--- src/rtl/stepdir_counter.sv ---
// -----------------------------------------------------------------------------
// stepdir_counter
//   Step/dir input receiver. Both raw lines are synchronised (2 flops) and
//   glitch-filtered. Rising edges of the filtered step move a signed position
//   counter: down when dir is 1, up when dir is 0. The receiver also checks dir
//   setup/hold and the step high width against host-programmed minimums.
//
// Parameters
//   W     position counter width (two's complement, wraps)
//   T     width of dirtime/steptime and of the internal age counters
//   FILT  consecutive agreeing samples needed to accept a new level (>=1)
//
// Ports
//   clk               system clock
//   reset             synchronous, active-high reset
//   enable            count/check enable (sync, filter and FSM always run)
//   step_in, dir_in   raw asynchronous inputs
//   dirtime           min cycles dir must be stable before a step rising edge
//   steptime          min cycles step must stay high
//   latch             snapshot strobe for latched_position
//   clear_err         clears the sticky error flags
//   position          live count
//   latched_position  position captured on latch
//   err_setup         sticky dir-setup / dir-hold violation
//   err_width         sticky short step high pulse
//
// Optional feature: define STEPDIR_COUNTER_TIMESTAMP_EN to add a free-running
//   16-bit cycle counter, last_step_time (cycle of the latest counted step) and
//   latched_step_time (snapshot of last_step_time taken on latch).
// -----------------------------------------------------------------------------
module stepdir_counter #(
  parameter int W    = 16,
  parameter int T    = 5,
  parameter int FILT = 2
) (
  input  logic         clk,
  input  logic         reset,
  input  logic         enable,
  input  logic         step_in,
  input  logic         dir_in,
  input  logic [T-1:0] dirtime,
  input  logic [T-1:0] steptime,
  input  logic         latch,
  input  logic         clear_err,
  output logic [W-1:0] position,
  output logic [W-1:0] latched_position,
  output logic         err_setup,
  output logic         err_width
`ifdef STEPDIR_COUNTER_TIMESTAMP_EN
  ,
  output logic [15:0]  last_step_time,
  output logic [15:0]  latched_step_time
`endif
);

  localparam int CW = $clog2(FILT + 1);

  typedef enum logic {S_LOW, S_HIGH} state_t;

  // Index 0 = step, index 1 = dir.
  logic [1:0]    sync0, sync1, filt, accept;
  logic [CW-1:0] fcnt [2];

  logic          step_f, dir_f, dir_prev, dir_chg;
  logic [T-1:0]  dir_age, high_cnt;
  state_t        state_q, state_d;
  logic          rise, fall, setup_viol, width_viol;

  assign step_f  = filt[0];
  assign dir_f   = filt[1];
  assign dir_chg = dir_f != dir_prev;

  // A new level is accepted on the FILT-th consecutive cycle it differs from
  // the current filtered level; any agreeing sample restarts the count.
  always_comb begin
    for (int i = 0; i < 2; i++) begin
      accept[i] = (sync1[i] != filt[i]) && (fcnt[i] == CW'(FILT - 1));
    end
  end

  // NOTE: every clocked process uses non-blocking assignments so all registers
  // update together from pre-edge values; blocking here would create order-
  // dependent races between the sync, filter and counter stages.
  always_ff @(posedge clk) begin
    if (reset) begin
      sync0 <= '0;
      sync1 <= '0;
      filt  <= '0;
      // NOTE: the per-line filter counters form a tiny register array, not a
      // RAM, so resetting them is cheap and keeps the filter deterministic.
      fcnt  <= '{default: '0};
    end else begin
      sync0 <= {dir_in, step_in};
      sync1 <= sync0;
      for (int i = 0; i < 2; i++) begin
        if (sync1[i] == filt[i]) begin
          fcnt[i] <= '0;
        end else if (accept[i]) begin
          fcnt[i] <= '0;
          filt[i] <= sync1[i];
        end else begin
          fcnt[i] <= fcnt[i] + CW'(1);
        end
      end
    end
  end

  // dir_age is 0 during the first cycle with the new filtered dir, so a dir
  // change in the same cycle as a step rise always reads as a zero setup time.
  always_ff @(posedge clk) begin
    if (reset) begin
      dir_prev <= 1'b0;
      dir_age  <= '0;
      high_cnt <= '0;
    end else begin
      dir_prev <= dir_f;
      if (accept[1])        dir_age <= '0;
      else if (dir_age != '1) dir_age <= dir_age + T'(1);
      if (!step_f)           high_cnt <= '0;
      else if (high_cnt != '1) high_cnt <= high_cnt + T'(1);
    end
  end

  always_ff @(posedge clk) begin
    if (reset) state_q <= S_LOW;
    else       state_q <= state_d;
  end

  // NOTE: every always_comb output gets a default before the case so no path
  // leaves it unassigned, which would otherwise infer a latch.
  always_comb begin
    state_d = state_q;
    rise    = 1'b0;
    fall    = 1'b0;
    case (state_q)
      S_LOW:  if (step_f)  begin state_d = S_HIGH; rise = 1'b1; end
      S_HIGH: if (!step_f) begin state_d = S_LOW;  fall = 1'b1; end
      default: state_d = S_LOW;
    endcase
  end

  // A zero minimum can never be undercut, so dirtime/steptime = 0 disable
  // their checks without extra logic.
  always_comb begin
    setup_viol = enable && ((rise && (dir_age < dirtime)) ||
                            (state_q == S_HIGH && dir_chg));
    width_viol = enable && fall && (high_cnt < steptime);
  end

  always_ff @(posedge clk) begin
    if (reset) begin
      position         <= '0;
      latched_position <= '0;
      err_setup        <= 1'b0;
      err_width        <= 1'b0;
    end else begin
      if (enable && rise) begin
        position <= dir_f ? position - W'(1) : position + W'(1);
      end
      if (latch) latched_position <= position;
      // A violation in the same cycle as clear_err keeps the flag set.
      err_setup <= setup_viol | (err_setup & ~clear_err);
      err_width <= width_viol | (err_width & ~clear_err);
    end
  end

`ifdef STEPDIR_COUNTER_TIMESTAMP_EN
  logic [15:0] cycle_cnt;

  always_ff @(posedge clk) begin
    if (reset) begin
      cycle_cnt         <= '0;
      last_step_time    <= '0;
      latched_step_time <= '0;
    end else begin
      cycle_cnt <= cycle_cnt + 16'd1;
      if (enable && rise) last_step_time <= cycle_cnt;
      if (latch)          latched_step_time <= last_step_time;
    end
  end
`endif

endmodule

--- config.mk ---
export PLATFORM = sky130hd
export DESIGN_NAME = stepdir_counter
export DESIGN_NICKNAME = d
export VERILOG_FILES = /design/src/rtl/stepdir_counter.sv
export SDC_FILE = /design/constraint.sdc
export NUM_CORES = 1
export LEC_CHECK = 0
export BUFFER_PORTS_ARGS = -buffer_cell sky130_fd_sc_hd__buf_2
export CORE_MARGIN = 3
export CORE_UTILIZATION = 40
export CTS_CLUSTER_SIZE = 30
export DETAILED_ROUTE_END_ITERATION = 8
export PLACE_DENSITY = 0.65
export SLEW_MARGIN = 20
export SYNTH_ARGS = -nofsm -noshare
export SYNTH_HDL_FRONTEND = slang
export SYNTH_SLANG_ARGS = --single-unit
--- constraint.sdc ---
create_clock -name clk -period 8.4 [get_ports clk]
set_input_delay 0.42 -clock clk [delete_from_list [all_inputs] [get_ports clk]]
set_output_delay 0.42 -clock clk [all_outputs]
set_load 0.005 [all_outputs]
Word level (Yosys, flattened, before mapping) --
Cells that the tools add are included.
Word-level totals: register bits after elaboration 56, bits in read-only memories 0, bits in latches 0, bits of input ports 17, memories 0, output and inout bits 34, RAM bits 0, word-level logic and storage cells 59
Cells by class: multiplexer cells 5, $add $sub $neg 6, divide/modulo/power cells 0, bitwise gates (word level) 8, order comparisons 2, shift-type cells 0, $mul 0, reduce and logical (&&, ||, !) cells 15, equal/unequal tests 9
Operators with widths (count):
- $add 16x1->16 const B | 1
- $mux 16 | 1
- $sub 16x1->16 const B | 1
- $add 5x1->5 const B | 2
- $lt 5x5->1 | 2
- $ne 5x5->1 const B | 2
- $logic_and 1x1->1 | 8
- $reduce_or 3->1 | 2
- $add 2x1->2 const B | 2
- $eq 2x1->1 const B | 2
- $mux 1 | 4
- $not 1->1 | 4
- $reduce_and 2->1 | 2
- $reduce_or 2->1 | 2
- $ne 1x1->1 | 3
- $and 1x1->1 | 2
- $eq 1x1->1 | 2
- $or 1x1->1 | 2
- $logic_or 1x1->1 | 1

Depth between registers and ports, before layout --
Gate-level depths: netlist (run 1).
word-level depth 6, mapped depth 8, mapped depth without buffers 7

Worst setup path after synthesis (run 1) --
No wires, ideal clock.
kind register -> register, from register filt[1], to register position[14], data required time 8.278 ns, data arrival time 2.524 ns, setup time 0.122 ns, cell stages (with the launch flop) 8, clock period less this slack 2.646 ns, path buffers 0, setup slack 5.754 ns, cells stage by stage dfxtp_1 -> ha_1 -> a21o_1 -> a221oi_2 -> o221ai_2 -> a2111oi_4 -> nor4_1 -> a311o_1
Between the ends: word-level cells in the longest chain between the ends 1
Ends and longest elaborated chain:
- from (decl) | RTL line 61 | logic [1:0] sync0, sync1, filt, accept;
- from (signal, indexed assignment) | RTL line 100 | filt[i] <= sync1[i];
- $mux 16 | RTL line 158 | position <= dir_f ? position - W'(1) : position + W'(1);
- to (signal assigned) | RTL line 158
- to (decl) | RTL line 45 | output logic [W-1:0] position,
No other way between the ends. A chain may end at the register's enable or synchronous reset.

Worst setup path after layout (run 1) --
Ends and elaborated chain as after synthesis.

==> results of run 1 <==
## flip-flops by register name (all words and copies together), names as in the netlist, 2 cells and up
register and count:
dir_age 5, high_cnt 5, sync0 2, filt 2, fcnt 4, position 16, sync1 2, latched_position 16
## layout by cell type (no fill, tap or decap), types with 9 or more instances in the layout
cell     count
a21o_1      12
a21oi_1     24
buf_2       50
dfxtp_1     56
ha_1        28
inv_1       15
mux2i_1     23
nand2_1     26
nor2_1      40
nor2b_1      9
xnor2_1     10
xor2_1       9
## layer usage
layer | track usage, % | part of all wire [%]
met5 | 0 | 0
met4 | 4.83 | 1.6
met3 | 3.28 | 4.0
met2 | 25.9 | 47
met1 | 18.9 | 47
## final cells by class
class	count	share of cell area, %
inverters	15	1.65
well taps	96	3.52
repair buffers	50	7.34
flip-flops and latches	56	32.9
clock buffers	5	2.02
multi-input cells	243	51.2
clock inverters	3	1.36
## power by group through the flow
| stage | sequential (W) | clock (W) | combinational, W |
|---|---|---|---|
| 2_1_floorplan | 0.000276 | 0 | 0.0000178 |
| 3_3_place_gp | 0.000277 | 0 | 0.0000241 |
| 3_5_place_dp | 0.000277 | 0 | 0.0000252 |
| 4_1_cts | 0.000271 | 0.000186 | 0.0000254 |
| 5_1_grt | 0.000271 | 0.000197 | 0.0000287 |
| 6_report | 0.000271 | 0.000181 | 0.0000249 |
## kinds of logic after synthesis
family                     Yosys count  share of synthesized area (%)
and+or+nand+nor                    110                           17.9
muxes                               24                           8.14
adders and majority gates           29                           12.5
AOI/OAI and AO/OA                   61                           14.8
DFF                                 56                           37.8
buffers and inverters               26                           3.29
xor gates and xnor gates            19                           5.61
## worst max path at each step
stage | from | endpoint | slack (ns)
after global placement | filt[1] | position[14] | 5.50
final | filt[1] | position[14] | 5.43
after detailed placement | filt[1] | position[14] | 5.44
after global routing | filt[1] | position[14] | 5.18
after CTS | filt[1] | position[14] | 5.41
after floorplan | filt[1] | position[14] | 5.75
## stage by stage
step                util, %  cells  instance area (um^2)
floorplan                 -    325                  2970
detailed placement     47.2    460                  3300
global route           48.9    468                  3410
finish                 48.9    468                  3410
global placement       47.2    460                  3300
CTS                    48.9    468                  3410
## critical path, stage by stage (launching register included)
cell and delay [ns]:
dfxtp_1 0.84, ha_1 0.42, a21o_1 0.22, a221oi_2 0.36
o221ai_2 0.20, a2111oi_4 0.41, nor4_1 0.09, a311o_1 0.32
==> impl_metrics.yaml, run 1 <==
status:
  status: "finished clean"
clock_network:
  path_clk_slew_ns: 0.11
  ctsResizeCount: 0
  cts.sinks: 56
  htreeDepth: 2
  cts_buffer_depth: 2
  cts_setup_buffers: 0
  cts_buffers: 5
  clock_latency_ns: 0.31
  cts_tree: "built"
  postCtsHoldBufs: 0
  clockRootBuffer: "clkbuf_8"
flow_run:
  max_cap_violations: 0
critical_path:
  r2r_end: "position[14]"
  r2r_cells: 7
  arrival_ns: 3.17
  reg2reg_from: "filt[1]"
  rrSetupSlack_ns: 5.43
  path_class: "flip-flop to flip-flop"
  critPathLaunchType: "flip-flop"
  endpoint_kind: "flip-flop"
  cp.required_ns: 8.60
  path_max_fanout: 21
timing:
  hold-worst-slack_ns: 0.317
  slew_headroom_pct: 45.1
  fin_setup_tns_ns: 0
  fin_crit_sh_pct: 35.3
  rsz0062_at_grt: "false"
  fin_skew_ns: 0.00851
  maxSlewViolCount: 0
  fmax_ghz: 0.337
  setup_viol: 0
  worst_slack_ns: 5.43
  hold_violations: 0
  worst-slew-pin-transition_ns: 0.824
  fin_crit_ns: 2.97
global_routing:
  antenna_found_initial: 0
  grt.total_usage_pct: 15.1
  grt_max_degree: 48
  grt_pass1_vias: 2260
  grt_first_pass_wirelength_um: 10500
  gr-total-overflow: 0
logic_synthesis:
  syn_inst: 325
  synth-main-ff-cell: "dfxtp_1"
  synth_area_leader_cell: "dfxtp_1"
  ys_ff_latch: 56
  yosysTopAreaCellShare_pct: 37.8
  synth.most_common_cell: "dfxtp_1"
  yosysWarnings: 0
  synth_cell_types: 44
  synth.net_count: 371
  synth_common_cells: "56 x dfxtp_1, 40 x nor2_1, 28 x ha_1"
  synthTopCellsByArea: "dfxtp_1 38%, ha_1 12%, mux2i_1 7.8%"
  synthArstFlopShare_pct: 0
  netlist_area_um2: 2970
  seq_area_frac_synth_pct: 37.8
  avgSynthCellArea_um2: 9.13
  synth_edf_count: 0
drt:
  drcViolationCount: 0
  wl_per_cell_um: 12.9
  drt_pre_antenna_iters: 4
  antenna_left: 0
  wirelength_um: 6060
  vias_per_cell: 5.18
  drtIter0Drc: 47
  vias: 2423
placed_design:
  gp_congestion: 0.862
  pre_cts_ws_ns: 5.44
  io_buffers: 50
  dp_hpwl_um: 4410
final_layout:
  seq_area_um2: 1120
  antenna_cells: 0
  multi_input_area_um2: 1750
  drive_gt1_share_pct: 17.5
  finish.net_count: 417
  synthToLayoutAreaGrowth_pct: 15.0
  fill_cells: 692
power_and_ir_drop:
  internal_power_w: 0.000370
  power_frac_comb_pct: 5.2
  switching_share_pct: 22.4
  pwr-share-seq_pct: 56.8
  power.switching_w: 0.000107
  p_leak_nw: 1.67
  p_clk_share_pct: 38.0
  peakVddDrop_mv: 0.0770
  finalPower_w: 0.000476
  powerDensity_nw_per_um2: 140
die:
  die_y_um: 92.1
  num_io_pins: 51
  rows: 30
  initial_core_util_pct: 42.5
  fp.dieW_um: 92.1
  dieArea_um2: 8490
  fp.coreArea_um2: 6980
worst_hold_path:
  holdPathStages: 2
  hp-start: "step_in"
  hold_class: "input pin to flip-flop"
  min_to: "sync0[0]"
No activity file was read; power rests on OpenSTA's default activity.
==> run 2: changes to the inputs <==
--- a/config.mk
+++ b/config.mk
@@ -5,12 +5,13 @@
 export SDC_FILE = /design/constraint.sdc
 export NUM_CORES = 1
 export LEC_CHECK = 0
+export ABC_AREA = 1
 export BUFFER_PORTS_ARGS = -buffer_cell sky130_fd_sc_hd__buf_2
 export CORE_MARGIN = 3
 export CORE_UTILIZATION = 40
 export CTS_CLUSTER_SIZE = 30
 export DETAILED_ROUTE_END_ITERATION = 8
-export PLACE_DENSITY = 0.65
+export PLACE_DENSITY = 0.67
 export SLEW_MARGIN = 20
 export SYNTH_ARGS = -nofsm -noshare
 export SYNTH_HDL_FRONTEND = slang
==> constraint.sdc (replaced) <==
create_clock -name clk -period 2.4 [get_ports clk]
set_input_delay 0.12 -clock clk [delete_from_list [all_inputs] [get_ports clk]]
set_output_delay 0.12 -clock clk [all_outputs]
set_load 0.005 [all_outputs]
==> impl_metrics.yaml, run 2 <==
logic_synthesis:
  synthXorXnorAreaFrac_pct: 2.21
  synthAdderAreaFrac_pct: 11.7
  syn_inst: 461
  synthArstFlopShare_pct: 0
  synth.most_common_cell: "nand2_1"
  synth_cell_types: 29
  avgSynthCellArea_um2: 6.86
  synth_top_family_by_area: "simple AND/OR/NAND/NOR gates"
  seq_area_frac_synth_pct: 35.4
  synth.net_count: 507
  synth_edf_count: 0
  ys_ff_latch: 56
  synth_common_cells: "107 x nand2_1, 81 x inv_1, 59 x nor2_1"
  netlist_area_um2: 3160
  synth-main-ff-cell: "dfxtp_1"
  synthTopCellsByArea: "dfxtp_1 35%, nand2_1 13%, ha_1 11%"
  yosysWarnings: 0
  yosys.area_share.simple_pct: 27.6
  synthMuxAreaShare_pct: 0
  synth_area_leader_cell: "dfxtp_1"
  yosysTopAreaCellShare_pct: 35.4
  synth_compound_area_share_pct: 11.8
critical_path:
  rrSetupSlack_ns: 0.46
  r2r_cells: 12
  reg2reg_from: "filt[1]"
  critPathLaunch: "filt[1]"
  critPathSlowestCell: "dfxtp_1"
  crit_top_cell: "nand2_1"
  endpoint_kind: "flip-flop"
  critPathLaunchType: "flip-flop"
  path_cells: "buf_4 > ha_1 > nand2_1 > inv_1 > nand2_1 > nand2_1 > a21oi_1 > nand2_1 > nand2_1 > nand3_1 > nand2_1 > inv_1"
  max_stage_delay_ns: 0.52
  path_max_fanout: 8
  path_class: "flip-flop to flip-flop"
  arrival_ns: 2.17
  cp.required_ns: 2.63
placed_design:
  gp_congestion: 0.891
  dp_hpwl_um: 5390
  pre_cts_ws_ns: 0.518
  io_buffers: 50
global_routing:
  grt_pass1_vias: 2586
  grt_max_degree: 20
  grt.busiest_layer: "met2"
  use_met2_pct: 27.0
  grt_first_pass_wirelength_um: 11900
  met3_usage_pct: 3.35
  use_met1_pct: 22.4
  grt.total_usage_pct: 16.6
  antenna_found_initial: 0
  gr-total-overflow: 0
worst_hold_path:
  holdPathStages: 3
  hp-start: "enable"
  hold_class: "input pin to flip-flop"
final_layout:
  antenna_cells: 0
  drive_gt1_share_pct: 12.6
  synthToLayoutAreaGrowth_pct: 15.0
  finish.net_count: 562
  top_regs: "latched_position x16, position x16"
  final_common_cell: "nand2_1"
  most-common-layout-cells: "107 x nand2_1, 81 x inv_1, 59 x nor2_1"
  final_util_pct: 48.9
drt:
  drtIter0Drc: 142
  drt_pre_antenna_iters: 4
  drcViolationCount: 0
  vias_per_cell: 4.82
  wl_per_cell_um: 11.7
  vias: 2969
  antenna_left: 0
  wirelength_um: 7180
flow_run:
  max_cap_violations: 0
power_and_ir_drop:
  p_leak_nw: 1.98
  finalPower_w: 0.00164
  powerDensity_nw_per_um2: 451
  peakVddDrop_mv: 0.259
timing:
  slew_headroom_pct: 57.3
  maxSlewViolCount: 0
  fin_crit_ns: 1.94
  fmax_ghz: 0.517
  worst-slew-pin-transition_ns: 0.639
  rsz0062_at_grt: "false"
  worst_slack_ns: 0.465
  fin_setup_tns_ns: 0
  fin_skew_ns: 0.00730
  setup_viol: 0
  fin_crit_sh_pct: 80.6
  hold_violations: 0
die:
  num_io_pins: 51
  dieArea_um2: 9010
  initial_core_util_pct: 42.5
  rows: 31
  fp.dieW_um: 94.9
  die_y_um: 94.9
  fp.coreArea_um2: 7450
clock_network:
  htreeDepth: 2
  clock_latency_ns: 0.32
  cts.sinks: 56
  cts_buffers: 5
  path_clk_slew_ns: 0.11
  cts_buffer_depth: 2
  cts_tree: "built"
  cts_setup_buffers: 0
  clockRootBuffer: "clkbuf_8"
status:
  status: "finished clean"
run 2: cell count changes in the layout (fill, tap and decap cells not counted), moves of 12 or more:
| cell | delta |
|---|---|
| a21o_1 | -12 |
| inv_1 | +66 |
| nand3_1 | +23 |
| mux2i_1 | -23 |
| nor2_1 | +19 |
| nand2_1 | +81 |
| o21ai_0 | +20 |
run 2: timing repair:
item | 4_1_cts | 5_1_grt
hold endpoints to repair | 2 | 0
hold buffers | 2 | 0
endpoints found under the setup margin | 0 | 0
resized for setup | 0 | 0
run 2: kinds of logic (layout without fill, tap and decap cells):
| group | Yosys count | in the layout |
|---|---|---|
| XOR/XNOR | 8 | 8 |
| adder cells (fa/ha/maj) | 29 | 29 |
| AO/OA/AOI/OAI | 66 | 66 |
| flip-flops | 56 | 56 |
| AND/OR/NAND/NOR | 211 | 211 |
| buffers and inverters | 91 | 147 |
run 2: through the flow:
stage / hold slack, ns / std cells / area, um^2
6_report: 0.0502 / 616 / 3640
5_1_grt: 0.0465 / 616 / 3640
4_1_cts: 0.0439 / 616 / 3640
3_5_place_dp: 0.329 / 606 / 3520
3_3_place_gp: 0.331 / 606 / 3520
2_1_floorplan: 0.227 / 461 / 3160
run 2: critical path, delay by kind of cell (launching register included):
| kind | cells | cell delay [ns] |
|---|---|---|
| and+or+nand+nor | 7 | 0.54 |
| DFF | 1 | 0.52 |
| buffers and inverters | 3 | 0.33 |
| adders and majority gates | 1 | 0.29 |
| AOI/OAI and AO/OA | 1 | 0.17 |
run 2: worst paths after layout:
check                               endpoint
worst max-delay path            position[13]
worst min-delay path               err_setup
worst max register to register  position[13]
worst min register to register      sync1[0]
run 2: area by class of cell:
type	instances	area, um^2
clock buffers	5	68.8
clock inverters	3	27.5
fillers	781	3810
inverters	83	312
multi-input cells	314	1690
flip-flops and latches	56	1120
well taps	99	124
repair buffers	56	300
run 2: power by group:
group,leakage (nW),switching [W],internal (W)
sequential,0.456,0.0000149,0.000953
combinational,1.48,0.0000704,0.0000511
clock,0.0463,0.000338,0.000215
run 2: metal layers:
layer	wire (um)	part of all wire, %
met5	0	0
met1	3380	47
met4	102	1.4
met3	401	5.6
met2	3300	46
==> run 3: changes to the inputs <==
--- a/config.mk
+++ b/config.mk
@@ -5,7 +5,7 @@
 export SDC_FILE = /design/constraint.sdc
 export NUM_CORES = 1
 export LEC_CHECK = 0
-export ABC_AREA = 1
+export ABC_AREA = 0
 export BUFFER_PORTS_ARGS = -buffer_cell sky130_fd_sc_hd__buf_2
 export CORE_MARGIN = 3
 export CORE_UTILIZATION = 40
==> constraint.sdc (replaced) <==
create_clock -name clk -period 1.7 [get_ports clk]
set_input_delay 0.085 -clock clk [delete_from_list [all_inputs] [get_ports clk]]
set_output_delay 0.085 -clock clk [all_outputs]
set_load 0.005 [all_outputs]
==> impl_metrics.yaml, run 3 (synthesis results as in run 1) <==
worst_hold_path:
  hold_class: "input pin to flip-flop"
  hp-start: "clear_err"
  holdPathStages: 4
  min_to: "err_width"
flow_run:
  max_cap_violations: 0
timing:
  fin_crit_ns: 2.26
  fin_skew_ns: 0.00616
  maxSlewViolCount: 0
  fin_crit_sh_pct: 133
  rsz0062_at_grt: "true"
  worst_slack_ns: -0.562
  fmax_ghz: 0.442
  slew_headroom_pct: 63.1
  hold_violations: 0
  setup_viol: 11
  fin_setup_tns_ns: -3.47
  worst-slew-pin-transition_ns: 0.553
die:
  die_y_um: 92.1
  fp.coreArea_um2: 6980
  fp.dieW_um: 92.1
  initial_core_util_pct: 42.5
  num_io_pins: 51
  dieArea_um2: 8490
  rows: 30
global_routing:
  grt_pass1_vias: 2748
  grt_first_pass_wirelength_um: 12600
  antenna_found_initial: 0
  gr-total-overflow: 0
  grt_max_degree: 26
  grt.total_usage_pct: 17.9
status:
  violations: "setup timing"
  status: "finished with violations"
placed_design:
  io_buffers: 50
  post_dp_cell_area_um2: 3830
  gp_congestion: 0.926
  dp_cells: 522
  dp_hpwl_um: 5490
final_layout:
  final_area_um2: 4330
  final_util_pct: 62.0
  antenna_cells: 0
  final_cells: 545
  seq_area_um2: 1120
  top_regs: "latched_position x16, position x16"
  final_common_cell: "buf_4"
  synthToLayoutAreaGrowth_pct: 45.9
  fill_cells: 605
  finish.net_count: 494
  multi_input_area_um2: 2050
  most-common-layout-cells: "67 x buf_4, 55 x dfxtp_1, 50 x buf_2"
  drive_gt1_share_pct: 40.1
drt:
  drcViolationCount: 0
  vias_per_cell: 5.02
  wirelength_um: 7730
  wl_per_cell_um: 14.2
  vias: 2736
  drt_pre_antenna_iters: 4
  antenna_left: 0
  drtIter0Drc: 94
critical_path:
  critPathLaunchType: "flip-flop"
  path_class: "flip-flop to flip-flop"
  arrival_ns: 2.47
  path_max_fanout: 7
  rrSetupSlack_ns: -0.56
  r2r_end: "position[15]"
  r2r_cells: 9
  reg2reg_from: "filt[1]"
  cp.required_ns: 1.91
  endpoint_kind: "flip-flop"
power_and_ir_drop:
  p_leak_nw: 2.07
  powerDensity_nw_per_um2: 519
  finalPower_w: 0.00225
  peakVddDrop_mv: 0.320
clock_network:
  htreeDepth: 2
  cts.sinks: 56
  path_clk_slew_ns: 0.11
  clockRootBuffer: "clkbuf_8"
  cts_tree: "built"
  cts_buffer_depth: 2
  cts_buffers: 5
  clock_latency_ns: 0.31
## run 3: cell types whose count changed in the layout (fill, tap and decap cells not counted), moves of 12 or more
| cell | previous run | this run |
|---|---|---|
| a21o_1 | 0 | 12 |
| buf_4 | 4 | 67 |
| mux2i_1 | 0 | 23 |
| nor2_1 | 59 | 39 |
| nand2_1 | 107 | 24 |
| nand3_1 | 28 | 3 |
| inv_1 | 81 | 15 |
| o21ai_0 | 24 | 1 |
## run 3: critical path, cell delays in order (launching register included)
cell and delay, ns:
dfxtp_4 0.41, buf_8 0.15, buf_12 0.12, ha_4 0.21
a21o_1 0.16, a221o_1 0.31, a41oi_2 0.18, nand3_1 0.14
a21oi_2 0.18, mux2_4 0.31
## run 3: worst max-delay path by stage
| stage | depth (start not counted) | endpoint | slack (ns) | from |
|---|---|---|---|---|
| CTS | 8 | position[14] | -0.54 | filt[1] |
| global route | 7 | position[14] | -0.67 | filt[1] |
| global placement | 7 | position[14] | -0.57 | filt[1] |
| floorplan | 7 | position[14] | -0.54 | filt[1] |
| detailed placement | 7 | position[14] | -0.60 | filt[1] |
| finish | 9 | position[15] | -0.56 | filt[1] |
## run 3: cell type report
cell class / count / share of cell area, %
clock inverters: 3 / 0.578
clock buffers: 5 / 1.59
well taps: 96 / 2.77
inverters: 15 / 1.30
repair buffers: 127 / 20.4
flip-flops and latches: 56 / 26.0
multi-input cells: 243 / 47.3
## run 3: report_power, final
part / switching (W) / internal, W
clock: 0.000464 / 0.000302
combinational: 0.0000736 / 0.0000727
sequential: 0.0000115 / 0.00132
## run 3: repair_timing
action / 4_1_cts / 5_1_grt
hold buffers: 2 / 0
hold endpoints to repair: 2 / 0
endpoints found under the setup margin: 12 / 12
pin swaps: 11 / 25
buffers inserted: 7 / 8
resized for setup: 20 / 29
## run 3: routing by layer
metal  vias up  track usage [%]  routed length (um)
li1       1381                -                   -
met2        55             30.1                3750
met5         -                0                   0
met3        17             2.71                 249
met1      1283             23.6                3570
met4         0             5.57                 165
## run 3: metrics by stage
stage / setup WS [ns] / hold WS, ns
2_1_floorplan: -0.543 / 0.213
3_3_place_gp: -0.566 / 0.300
3_5_place_dp: -0.604 / 0.301
4_1_cts: -0.545 / 0.0118
5_1_grt: -0.672 / 0.0217
6_report: -0.562 / 0.0366
